## config.mk

```make
export PLATFORM = sky130hd
export DESIGN_NAME = sc_chain_reg
export DESIGN_NICKNAME = d
export VERILOG_FILES = /design/src/rtl/sc_chain_reg.sv
export SDC_FILE = /design/constraint.sdc
export NUM_CORES = 1
export LEC_CHECK = 0
export ABC_AREA = 1
export CAP_MARGIN = 30
export CORE_AREA = 2 2 50 52
export CTS_CLUSTER_SIZE = 8
export DETAILED_ROUTE_END_ITERATION = 10
export DIE_AREA = 0 0 52 54
export GPL_ROUTABILITY_DRIVEN = 0
export PLACE_DENSITY = 0.89
export REMOVE_ABC_BUFFERS = 1
export SYNTH_ARGS = -nofsm -noshare
export SYNTH_HDL_FRONTEND = slang
export SYNTH_SLANG_ARGS = --single-unit
```

## constraint.sdc

```tcl
create_clock -name CLK -period 2.89 [get_ports CLK]
set_clock_uncertainty 0.1 [all_clocks]
set_input_delay 0.4335 -clock CLK [delete_from_list [all_inputs] [get_ports CLK]]
set_output_delay 0.4335 -clock CLK [all_outputs]
set_load 0.02 [all_outputs]
```

## src/rtl/sc_chain_reg.sv

```systemverilog
// Scan-chain register: capture PIN, shift WIDTH bits SIN->SO, update shadow driving PO (optional SC_PARITY_EN adds SPAR/PERR).
// START to DONE is WIDTH+1 edges; HOLD stalls shifting, and CAP/START are dropped (not queued) while BUSY.
module sc_chain_reg #(
   parameter int               WIDTH     = 8,
   parameter logic [WIDTH-1:0] RESET_VAL = '0,
   parameter bit               MSB_FIRST = 1'b0
) (
   input  logic             CLK,
   input  logic             RST,
   input  logic             SIN,
   output logic             SO,
   input  logic [WIDTH-1:0] PIN,
   output logic [WIDTH-1:0] PO,
   input  logic             SEL,
   input  logic             BYP_N,
   input  logic             CAP,
   input  logic             START,
   input  logic             HOLD,
   output logic             BUSY,
   output logic             DONE
`ifdef SC_PARITY_EN
   ,
   input  logic             SPAR,
   output logic             PERR
`endif
);

   localparam int             CW   = $clog2(WIDTH + 1);
   localparam logic [CW-1:0]  LAST = CW'(WIDTH - 1);
   localparam logic [CW-1:0]  ONE  = CW'(1);

   typedef enum logic [1:0] {IDLE, SHIFT, UPDT} state_t;

   state_t           state;
   logic [WIDTH-1:0] shift_reg;
   logic [WIDTH-1:0] shift_nxt;
   logic [WIDTH-1:0] shadow;
   logic [CW-1:0]    count;

   // Data moves toward the SO end; SIN fills the vacated end.
   always_comb begin
      shift_nxt = shift_reg;
      if (MSB_FIRST)
         shift_nxt = {shift_reg[WIDTH-2:0], SIN};
      else
         shift_nxt = {SIN, shift_reg[WIDTH-1:1]};
   end

   always_ff @(posedge CLK) begin
      if (RST) begin
         state     <= IDLE;
         shift_reg <= '0;
         shadow    <= RESET_VAL;
         count     <= '0;
         DONE      <= 1'b0;
`ifdef SC_PARITY_EN
         PERR      <= 1'b0;
`endif
      end else begin
         DONE <= 1'b0;
         case (state)
            IDLE: begin
               if (CAP)
                  shift_reg <= PIN;
               if (START) begin
                  count <= '0;
                  state <= SHIFT;
`ifdef SC_PARITY_EN
                  PERR  <= 1'b0;
`endif
               end
            end
            SHIFT: begin
               if (!HOLD) begin
                  shift_reg <= shift_nxt;
                  if (count == LAST) begin
                     count <= '0;
                     state <= UPDT;
                  end else begin
                     count <= count + ONE;
                  end
               end
            end
            UPDT: begin
`ifdef SC_PARITY_EN
               if ((^shift_reg) != SPAR) begin
                  PERR <= 1'b1;
               end else begin
                  PERR   <= 1'b0;
                  shadow <= shift_reg;
               end
`else
               shadow <= shift_reg;
`endif
               DONE  <= 1'b1;
               state <= IDLE;
            end
            default: state <= IDLE;
         endcase
      end
   end

   assign SO   = MSB_FIRST ? shift_reg[WIDTH-1] : shift_reg[0];
   assign PO   = (SEL & ~BYP_N) ? PIN : shadow;
   assign BUSY = (state != IDLE);

endmodule
```

# Yosys cells after proc, flatten, opt, wreduce, memory -nomap -nowiden
# Index checks and enable logic that the tools add are counted.
# totals
ff_bits	23
input_bits	16
out_inout_bits	11
word_cells	34
# classes
add_sub_neg	1
eq_ne	7
n_mux	13
n_bitwise	2
n_reduce_logical	6
# op_table
op	count
2-to-1 mux 8 bit	3
case mux 8 bit (2 select lines)	1
2-to-1 mux 4 bit	3
AND reduction 3 bit	3
!= test 2 bit, second input constant	4
case mux 4 bit (2 select lines)	1
2-to-1 mux 2 bit	3
adder 4 x 1 -> 4 bit, second input constant	1
equality test 4 x 3 -> 1 bit, second input constant	1
case mux 2 bit (2 select lines)	1
nonzero test 2 bit	2
equality test 2 x 1 -> 1 bit, second input constant	1
equality test 2 bit, second input constant	1
zero test 2 bit	1
AND 1 bit	1
2-to-1 mux 1 bit	1
NOT 1 bit	1

# Logic depth before layout (Yosys ltp)
# logic_depth
depth_word	4
ltp_mapped	7
depth_no_buf	7

# Worst setup path after synthesis
# Ideal clock, no wire load.
# synth_path
kind	input -> output
from	input BYP_N
to	output PO[0]
t_arrival_ns	1.070
required_ns	2.357
slack_ns	1.287
cell_stages	3
n_path_buf	0
cell_sequence	inv_1 nand2_1 mux2_2
# synth_via
elab_chain_len	3
# synth_rtl
element	line	text
start, declared	15	input logic BYP_N,
NOT 1 bit	104	assign PO = (SEL & ~BYP_N) ? PIN : shadow;
AND 1 bit	104	
2-to-1 mux 8 bit	104	
end, declared	13	output logic [WIDTH-1:0] PO,
# No other way between the ends.

# Final worst setup path
# layout_path
from	input BYP_N
to	output PO[1]
# Same word-level chain as after synthesis.

==> out/qor.txt <==
==================================================================================
Post-CTS setup repair buffer count                                               0
Count of buffer and inverter cells on the critical path                          3
Signed area change from the synthesized netlist to the final layout         28.42%
Relative contribution of the clock network to total power                    0.212
Worst endpoint data arrival time                                           2120 ps
Power share of the combinational group                                       0.259
Clock tree from TritonCTS                                                    built
Detailed router's first-iteration violation count                               24
Setup-failing EPs final                                                          0
RSZ-0062 raised after global routing                                         false
Dpl cell area                                                           1369 sq um
Congestion Overflow GR                                                           0
Highest net fanout along the worst path                                          8
Simple-gate area share of the yosys netlist                                 0.2578
Vias in the first global route                                                 959
Clock root cell                                                       sky130_fd_sc_hd__clkbuf_4
Combinational family with the most area after synthesis               simple AND/OR/NAND/NOR gates
Met1 track demand over resource in global routing                           0.2415
Global routing met3 resource utilization                                   0.02778
Number of cells upsized or downsized after cts                                   0
Number of synthesis warnings                                                     0
Least-Margin Pin Slew                                                     748.5 ps
Final hold vios                                                                  0
Critical Setup Path Class                                                   in2out
Critical Path Slowest Stage Cell                                      sky130_fd_sc_hd__clkdlybuf4s50_1
Ys async rst share                                                               0
Maximum number of pins on one net before global-route repair                    19
Share of cell area taken by muxes after synthesis                          0.08285
Post-layout minimum cycle time                                             2649 ps
Critical Path, Cell by Cell                                           clkdlybuf4s50_1, inv_1, nand2_1, mux2_2, clkdlybuf4s50_1
Die Ht                                                                       54 um
Count of flip-flops with a built-in enable after synthesis                       0
1st-pass router iterations                                                       4
Fraction of layout instances using a drive strength above 1                0.07104
Placed cell count                                                              209
Vias per cell                                                                5.038
Total power per unit cell area                                        486.5 nW/um^2
Most used cell along the critical path                                sky130_fd_sc_hd__clkdlybuf4s50_1
Critical path required time                                                2360 ps
Cell row count                                                                  18
Number of vias in the routed layout                                           1073
Leading cell types by total area after synthesis                      sky130_fd_sc_hd__dfxtp_1 42%, sky130_fd_sc_hd__nand2_1 11%, sky130_fd_sc_hd__nor2_1 10%, sky130_fd_sc_hd__o21ai_0 10%, sky130_fd_sc_hd__mux2_2 8.3%
Total wirelength of the detailed-routed design                            2.441 mm
Xor and xnor area share after synthesis                                          0
Int Pwr                                                                  0.4701 mW
Longest individual stage delay on the worst path                            540 ps
Clock Tree Buf Depth                                                             2
Worst slack after detailed placement                                      231.7 ps
Library cell with the highest instance count after synthesis          sky130_fd_sc_hd__nand2_1
Relative contribution of sequential cells to total power                     0.528
Post-synth top area cell                                              sky130_fd_sc_hd__dfxtp_1
Diodes inserted                                                                  0
Initial core utilization                                                    0.4687
Number of primary I/O pins                                                      27
Sum of net half-perimeters after detailed placement                       1.816 mm
Wire length of the first global-routing pass                              4.043 mm
Number of instances in the synthesized netlist                                 156
Global Route Usage Sum                                                      0.1873
Number of antenna violations at the first check in global routing                0
Switching share of power                                                    0.3081
Number of synthesized register bits                                             23
Final-layout worst hold slack                                             387.8 ps
Die outline area                                                        2808 sq um
Number of max-cap violations                                                     0
Outcome                                                               finished, final reports clean
Floorplan die width                                                          52 um
Drt wl/cell                                                               11.46 um
Routing layer with the top usage in global route                              met2
Delay-heaviest family, CP                                             buffers and inverters
Prevailing post-synth register cell                                   sky130_fd_sc_hd__dfxtp_1
Number of clock buffers inserted by TritonCTS                                    3
Adder and majority cell fraction of the synthesized area                   0.01151
Fin worst setup slack                                                     241.1 ps
H-tree lvl count                                                                 1
Cell area after synthesis                                               1087 sq um
Drc violations                                                                   0
Highest clock frequency the design can meet                              377.5 MHz
Mean cell area of the mapped netlist                                   6.970 sq um
Share of synthesized area occupied by flip-flops and latches                0.4235
Std-Cell Core Area                                                      2320 sq um
Clk pin slew, worst setup/hold paths                                        120 ps
Peak ir drop on the vdd network                                          0.3651 mV
Proportion of netlist area held by the largest area contributor             0.4235
Routed Antenna Nets                                                              0
Worst slew slack as a fraction of its limit                                 0.4991
Final standard cell count with taps included and fillers excluded              213
Number of distinct library cells after synthesis                                14
Number of max-slew violations in the final report                                0
Final sum of negative setup slack                                             0 ps
Complex-gate fraction of the synthesized area                               0.1473
Clock sink count                                                                23
Worst hold-check path type                                                 reg2reg
Final cycle utilization of the critical path                                0.9166
Port Buf Inserts                                                                26
Hold buffer count at CTS                                                         0
Net switching power of the design                                        0.2093 mW
Type of element capturing the critical path                           primary output
Commonest cells in the netlist                                        31 x sky130_fd_sc_hd__nand2_1, 30 x sky130_fd_sc_hd__nor2_1, 23 x sky130_fd_sc_hd__dfxtp_1
Final standard cell area without fillers                                1396 sq um
Post-layout nets                                                               201
Clock network latency to the later pin of the worst-skew pair               300 ps
Leakage Power                                                            0.6329 nW
Crit path launch type                                                    input pin
Met2 track utilization from global routing                                  0.3312
==================================================================================
## worst min-delay path: stages (launching register included)
cell and delay (ps):
sky130_fd_sc_hd__dfxtp_1 330, sky130_fd_sc_hd__inv_1 60, sky130_fd_sc_hd__a21oi_1 60
## layout by cell type, fill, tap and decap left out
cell type | netlist | final
sky130_fd_sc_hd__dfxtp_1 | 23 | 23
sky130_fd_sc_hd__a21oi_1 | 10 | 10
sky130_fd_sc_hd__nand4_1 | 1 | 1
sky130_fd_sc_hd__clkdlybuf4s50_1 | 0 | 26
sky130_fd_sc_hd__inv_1 | 17 | 17
sky130_fd_sc_hd__clkbuf_4 | 0 | 3
sky130_fd_sc_hd__nand3_1 | 9 | 9
sky130_fd_sc_hd__mux2_2 | 8 | 8
sky130_fd_sc_hd__clkinv_2 | 0 | 1
sky130_fd_sc_hd__o21ai_0 | 22 | 22
sky130_fd_sc_hd__inv_2 | 1 | 1
sky130_fd_sc_hd__ha_1 | 1 | 1
sky130_fd_sc_hd__nor2_1 | 30 | 30
sky130_fd_sc_hd__nand2_1 | 31 | 31
## kinds of logic after synthesis
family,Yosys count
AO/OA/AOI/OAI,32
flip-flops,23
AND/OR/NAND/NOR,71
buffers and inverters,21
multiplexers,8
adder cells (fa/ha/maj),1
## final timing paths
check,start,to,slack (ps),depth (start not counted)
worst max-delay path,BYP_N,PO[1],240,5
worst min-delay path,shift_reg[1],shadow[1],390,2
worst max register to register,state[1],shadow[4],1250,5
worst min register to register,shift_reg[1],shadow[1],390,2
## per-stage QoR
step	total power, mW	utilization
after floorplan	0.4674	-
after global placement	0.5335	0.5901
after detailed placement	0.5403	0.5901
after CTS	0.6860	0.6019
after global routing	0.7216	0.6019
final	0.6793	0.6019
## power groups by stage
stage	clock [mW]	combinational [mW]	sequential (mW)
floorplan	0	0.104	0.364
global placement	0	0.170	0.364
detailed placement	0	0.175	0.365
CTS	0.151	0.176	0.358
global route	0.162	0.198	0.362
finish	0.144	0.176	0.359
## area by class of cell
class,instances,area [sq um]
clock buffer,3,22.52
sequential,23,460.4
tap,30,37.54
timing repair buffer,26,260.3
fill,237,923.4
inverter,18,67.56
clock inverter,1,5.005
multi-input combinational,112,543.0
## layer usage
layer	routed length [um]	share of wire
met5	0	0
met2	1222	0.50
met3	125	0.051
met1	1093	0.45
met4	0	0
(Power assumes the default switching activity.)
